### config.mk
export PLATFORM = sky130hd
export DESIGN_NAME = fifo_out_write_ctrl
export DESIGN_NICKNAME = d
export VERILOG_FILES = /design/src/rtl/fifo_out_write_ctrl.sv
export SDC_FILE = /design/constraint.sdc
export NUM_CORES = 1
export LEC_CHECK = 0
export CELL_PAD_IN_SITES_DETAIL_PLACEMENT = 0
export CELL_PAD_IN_SITES_GLOBAL_PLACEMENT = 1
export CORE_MARGIN = 4
export CORE_UTILIZATION = 32
export CTS_BUF_LIST = sky130_fd_sc_hd__clkbuf_8
export CTS_CLUSTER_DIAMETER = 120
export DETAILED_ROUTE_END_ITERATION = 12
export PLACE_DENSITY_LB_ADDON = 0.1
export SLEW_MARGIN = 20
export SYNTH_ARGS = -nofsm -noshare
export SYNTH_HDL_FRONTEND = slang
export SYNTH_SLANG_ARGS = --single-unit
### constraint.sdc
create_clock -name clk -period 6.65 [get_ports clk]
set_input_delay 1.33 -clock clk [delete_from_list [all_inputs] [get_ports clk]]
set_output_delay 1.33 -clock clk [all_outputs]
set_load 0.01 [all_outputs]
### src/rtl/fifo_out_write_ctrl.sv
// Write-side controller for the 32-entry output FIFO register file: one-hot write enables,
// head pointer for the read mux, occupancy flags and a 32-cycle clear sweep.
module fifo_out_write_ctrl #(
  parameter int DATA_W = 32,
  parameter int ADDR_W = 5
) (
  input  logic                  clk,
  input  logic                  reset_n,
  input  logic                  wr_en,
  input  logic [DATA_W-1:0]     din,
  input  logic                  rd_en,
  input  logic                  clear,
  output logic [(2**ADDR_W)-1:0] we,
  output logic [DATA_W-1:0]     wdata,
  output logic [ADDR_W-1:0]     rd_addr,
  output logic [ADDR_W:0]       count,
  output logic                  full,
  output logic                  empty,
  output logic                  busy,
  output logic                  ovf,
  output logic                  udf
);

  localparam int DEPTH = 2**ADDR_W;
  localparam logic [DEPTH-1:0]  ONE_HOT   = {{(DEPTH-1){1'b0}}, 1'b1};
  localparam logic [ADDR_W-1:0] PTR_ONE   = {{(ADDR_W-1){1'b0}}, 1'b1};
  localparam logic [ADDR_W:0]   CNT_ONE   = {{ADDR_W{1'b0}}, 1'b1};
  localparam logic [ADDR_W:0]   CNT_FULL  = {1'b1, {ADDR_W{1'b0}}};

  typedef enum logic {IDLE = 1'b0, CLEAR = 1'b1} state_t;

  state_t             state_r, state_nx_s;
  logic [ADDR_W-1:0]  wr_ptr_r, wr_ptr_nx_s;
  logic [ADDR_W-1:0]  rd_ptr_r, rd_ptr_nx_s;
  logic [ADDR_W-1:0]  clr_idx_r, clr_idx_nx_s;
  logic [ADDR_W:0]    count_r, count_nx_s;
  logic               full_r, empty_r, busy_r, ovf_r, udf_r;
  logic               busy_nx_s, ovf_nx_s, udf_nx_s;
  logic               push_ok_s, pop_ok_s;
  logic [DEPTH-1:0]   we_s;
  logic [DATA_W-1:0]  wdata_s;

  assign push_ok_s = wr_en & ~full_r & ~busy_r;
  assign pop_ok_s  = rd_en & ~empty_r & ~busy_r;

  // Next-state, pointer/occupancy update and register-file write port decode
  always_comb begin
    state_nx_s   = state_r;
    wr_ptr_nx_s  = wr_ptr_r;
    rd_ptr_nx_s  = rd_ptr_r;
    clr_idx_nx_s = clr_idx_r;
    count_nx_s   = count_r;
    busy_nx_s    = busy_r;
    ovf_nx_s     = 1'b0;
    udf_nx_s     = 1'b0;
    we_s         = '0;
    wdata_s      = din;
    case (state_r)
      IDLE: begin
        if (clear) begin
          // Requests coinciding with clear are dropped silently
          state_nx_s   = CLEAR;
          wr_ptr_nx_s  = '0;
          rd_ptr_nx_s  = '0;
          clr_idx_nx_s = '0;
          count_nx_s   = '0;
          busy_nx_s    = 1'b1;
        end else begin
          we_s        = push_ok_s ? (ONE_HOT << wr_ptr_r) : '0;
          wr_ptr_nx_s = push_ok_s ? (wr_ptr_r + PTR_ONE) : wr_ptr_r;
          rd_ptr_nx_s = pop_ok_s ? (rd_ptr_r + PTR_ONE) : rd_ptr_r;
          ovf_nx_s    = wr_en & ~push_ok_s;
          udf_nx_s    = rd_en & ~pop_ok_s;
          case ({push_ok_s, pop_ok_s})
            2'b10:   count_nx_s = count_r + CNT_ONE;
            2'b01:   count_nx_s = count_r - CNT_ONE;
            default: count_nx_s = count_r;
          endcase
        end
      end
      CLEAR: begin
        we_s         = ONE_HOT << clr_idx_r;
        wdata_s      = '0;
        clr_idx_nx_s = clr_idx_r + PTR_ONE;
        ovf_nx_s     = wr_en;
        udf_nx_s     = rd_en;
        if (clr_idx_r == {ADDR_W{1'b1}}) begin
          state_nx_s = IDLE;
          busy_nx_s  = 1'b0;
        end else begin
          state_nx_s = CLEAR;
          busy_nx_s  = 1'b1;
        end
      end
      default: begin
        state_nx_s = IDLE;
        busy_nx_s  = 1'b0;
      end
    endcase
  end

  // State, pointers and registered status flags
  always_ff @(posedge clk or negedge reset_n) begin
    if (!reset_n) begin
      state_r   <= IDLE;
      wr_ptr_r  <= '0;
      rd_ptr_r  <= '0;
      clr_idx_r <= '0;
      count_r   <= '0;
      full_r    <= 1'b0;
      empty_r   <= 1'b1;
      busy_r    <= 1'b0;
      ovf_r     <= 1'b0;
      udf_r     <= 1'b0;
    end else begin
      state_r   <= state_nx_s;
      wr_ptr_r  <= wr_ptr_nx_s;
      rd_ptr_r  <= rd_ptr_nx_s;
      clr_idx_r <= clr_idx_nx_s;
      count_r   <= count_nx_s;
      full_r    <= (count_nx_s == CNT_FULL);
      empty_r   <= (count_nx_s == '0);
      busy_r    <= busy_nx_s;
      ovf_r     <= ovf_nx_s;
      udf_r     <= udf_nx_s;
    end
  end

  // Write enables are combinational, so gate them off while reset is held
  assign we      = reset_n ? we_s : '0;
  assign wdata   = wdata_s;
  assign rd_addr = rd_ptr_r;
  assign count   = count_r;
  assign full    = full_r;
  assign empty   = empty_r;
  assign busy    = busy_r;
  assign ovf     = ovf_r;
  assign udf     = udf_r;

endmodule

==> flow_metrics.tcl <==
set metrics [dict create \
    cts_num_sinks 27 \
    timing.reg2reg.setup_slack_ps 3560 \
    synth-xor-area-share_pct 2.48 \
    power.share.combinational_pct 56.1 \
    number_of_fillers_in_the_final_layout 729 \
    final_hpwl_from_detailed_placement_um 5880 \
    chipWidth_um 96.0 \
    tns_ps 0 \
    netlist.area_leader.share_pct 26.3 \
    layout_setup_ws_ps 1420 \
    async_flop_share_pct 100 \
    synth.yosys.warnings 0 \
    ios 117 \
    number_of_global_route_vias_before_repair 2372 \
    crit_fanout 14 \
    yosys-mux-area-fraction_pct 0.808 \
    die_area_um2 9210 \
    max-clock-path-buffers 2 \
    syn-num-nets 373 \
    drt_iter0_markers 100 \
    numCtsBuffers 3 \
    share_seq_of_total_power_pct 32.9 \
    ys.flop_type "sky130_fd_sc_hd__dfrtp_1" \
    dpl_worst_slack_ps 1430 \
    grt_overflow_total 0 \
    cts_hold_buf 0 \
    gp_congestion 0.793 \
    stdcell_area_um2 3710 \
    cts_setup_buffers 0 \
    drt-pass1-iter-count 4 \
    cp.required_ps 5320 \
    groute.usage.overall_pct 16.2 \
    grt_start_max_net_pins 60 \
    fin_crit_sh_pct 78.6 \
    power.density_cell_area_nw_per_um2 233 \
    nNetsFinal 474 \
    power.switching_fraction_pct 43.3 \
    worstSkewPairLatency_ps 270 \
    synth_edf_count 0 \
    clock_share_of_power_pct 10.9 \
    synthSimpleGateAreaFrac_pct 36.2 \
    hold_depth 2 \
    buffer_cell_driving_the_clock_tree_root "sky130_fd_sc_hd__clkbuf_8" \
    cts_repair_resize_count 0 \
    clkTransAtPathRegs_ps 100 \
    combinational_family_with_the_most_area_after_synthesis "simple AND/OR/NAND/NOR gates" \
    drc_errors 0 \
    avgRoutedWirePerCell_um 14.5 \
    final-hold-violation-count 0 \
    syn-mean-instance-area_um2 7.76 \
    postRouteWirelength_um 7520 \
    htree_levels 1 \
    post_synth_cell_types 45 \
    finalClockSkew_ps 6.24 \
    cp_data_arrival_time_ps 3900 \
    power.ir.vdd_worst_uv 135 \
    dpl_cell_area_um2 3630 \
    synth.top_cells.by_area "sky130_fd_sc_hd__dfrtp_1 (26%), sky130_fd_sc_hd__nor2b_1 (8.8%), sky130_fd_sc_hd__ha_1 (8.6%), sky130_fd_sc_hd__and2_1 (7.8%), sky130_fd_sc_hd__o22ai_1 (7.1%)" \
    antenna_found_initial 0 \
    timing_worst_setup_path_type "in2out" \
    die_h_um 96.0 \
    timing_worst_slew_pin_value_ps 532 \
    finish.utilization_pct 50.3 \
    total_leakage_power_nw 1.43 \
    starting_density_of_the_core_pct 33.6 \
    coreArea_um2 7370 \
    yosys.area.top_type "sky130_fd_sc_hd__dfrtp_1" \
    proportion_of_synthesized_chip_area_in_sequential_cells_pct 27.3 \
    synth_compound_gate_area_share_pct 17.5 \
    netlist_instances 319 \
    unrepaired_setup_endpoints_after_global_routing "no" \
    port-buffer-count 116 \
    critPathLaunchType "primary input" \
    route.antenna.remaining_nets 0 \
    slew_headroom_pct 64.1 \
    p_switching_w 0.000374 \
    yosys_register_bits 27 \
    worstSetupEndpointType "output port" \
    detail_route.vias_per_cell 4.96 \
    area_growth_pct 49.8 \
    setup_viol 0 \
    clock_tree_from_tritoncts "built" \
    hold_slack_ps 558 \
    internal-power_w 0.000489 \
    synth_adder_area_share_pct 8.59 \
    wire_length_of_the_first_global_routing_pass_um 12000 \
    routed-via-count 2567 \
    fmax_mhz 191 \
    syn_area_um2 2480 \
    outcome "completed" \
    maxCapViolations 0 \
    layout_min_cycle_time_ps 5230 \
    timing.hold.worst.class "reg2reg" \
    worst_r2r_path_depth 11 \
    final-max-slew-violation-count 0 \
    fp-row-count 31 \
    count_of_antenna_diodes_in_the_layout 0 \
    post_route_cells_drive_above_1_share_pct 3.10 \
]
[kinds of logic (layout without fill, tap and decap cells)]
group / Yosys count / count (layout)
and+or+nand+nor: 164 / 164
buffers and inverters: 34 / 134
DFF: 27 / 27
muxes: 2 / 2
AOI/OAI and AO/OA: 68 / 68
xor gates and xnor gates: 7 / 7
adders and majority gates: 17 / 17
[layout by cell type (no fill, tap or decap), types with 12 or more instances in the layout]
cell type,netlist,layout
sky130_fd_sc_hd__nor2_1,20,20
sky130_fd_sc_hd__nand3_1,12,12
sky130_fd_sc_hd__inv_1,12,12
sky130_fd_sc_hd__clkdlybuf4s50_1,0,115
sky130_fd_sc_hd__o22ai_1,28,28
sky130_fd_sc_hd__o21ai_0,12,12
sky130_fd_sc_hd__and2_1,31,31
sky130_fd_sc_hd__nand2_1,36,36
sky130_fd_sc_hd__dfrtp_1,26,26
sky130_fd_sc_hd__ha_1,17,17
sky130_fd_sc_hd__nor2b_1,35,35
[worst max-delay path, stage by stage]
cell,delay [ps]
sky130_fd_sc_hd__clkdlybuf4s50_1,660
sky130_fd_sc_hd__nor2_1,370
sky130_fd_sc_hd__nand2_1,170
sky130_fd_sc_hd__nor2_1,300
sky130_fd_sc_hd__nand2_1,180
sky130_fd_sc_hd__o22ai_1,200
sky130_fd_sc_hd__and2_1,140
sky130_fd_sc_hd__clkdlybuf4s50_1,540
[power groups by stage]
stage | Combinational, W | Clock [W] | Sequential (W)
6_report | 0.000484 | 0.0000944 | 0.000284
5_1_grt | 0.000544 | 0.000108 | 0.000294
4_1_cts | 0.000488 | 0.0000989 | 0.000284
3_5_place_dp | 0.000486 | 0 | 0.000287
3_3_place_gp | 0.000483 | 0 | 0.000286
2_1_floorplan | 0.000324 | 0 | 0.000257
[stage by stage]
step                      instances  total power [W]
after floorplan                 319         0.000581
after global placement          513         0.000769
after detailed placement        513         0.000773
after CTS                       517         0.000871
after global routing            518         0.000946
final                           518         0.000863
[layout make-up]
cell class                      instances  area (um^2)  area share, %
Inverter                               12         45.0           1.21
Timing Repair Buffer                  118         1190           32.1
Sequential cell                        27          677           18.2
Tap cell                               99          124           3.34
Clock inverter                          1         7.51          0.202
Clock buffer                            3         41.3           1.11
Multi-Input combinational cell        258         1620           43.8
[routing by layer]
metal | track usage [%] | vias to the layer above | wire length, um
met4 | 2.73 | 0 | 69
met2 | 26.9 | 88 | 3630
met5 | 0 | - | 0
li1 | - | 1301 | -
met3 | 3.67 | 6 | 520
met1 | 21.8 | 1172 | 3290
[cell usage after synthesis, types with 9 or more instances]
master,n
sky130_fd_sc_hd__a21oi_1,9
sky130_fd_sc_hd__and2_1,31
sky130_fd_sc_hd__clkbuf_1,11
sky130_fd_sc_hd__dfrtp_1,26
sky130_fd_sc_hd__ha_1,17
sky130_fd_sc_hd__inv_1,12
sky130_fd_sc_hd__nand2_1,36
sky130_fd_sc_hd__nand3_1,12
sky130_fd_sc_hd__nor2_1,20
sky130_fd_sc_hd__nor2b_1,35
sky130_fd_sc_hd__o21ai_0,12
sky130_fd_sc_hd__o22ai_1,28
[worst paths after layout]
kind	startpoint	endpoint
worst max-delay path	clear	we[5]
worst min-delay path	rd_addr[4]	rd_addr[4]
worst max register to register	busy	empty
worst min register to register	rd_addr[4]	rd_addr[4]
max in group asynchronous	reset_n	wr_ptr_r[1]
min in group asynchronous	reset_n	wr_ptr_r[4]
[flip-flops by register name, summed over array words and instances (netlist names)]
| register | count |
|---|---|
| count | 6 |
| clr_idx_r | 5 |
| rd_addr | 5 |
| wr_ptr_r | 5 |
| busy | 1 |
| empty | 1 |
| full | 1 |
| ovf | 1 |
| state_r | 1 |
| udf | 1 |
(Power assumes the default switching activity.)
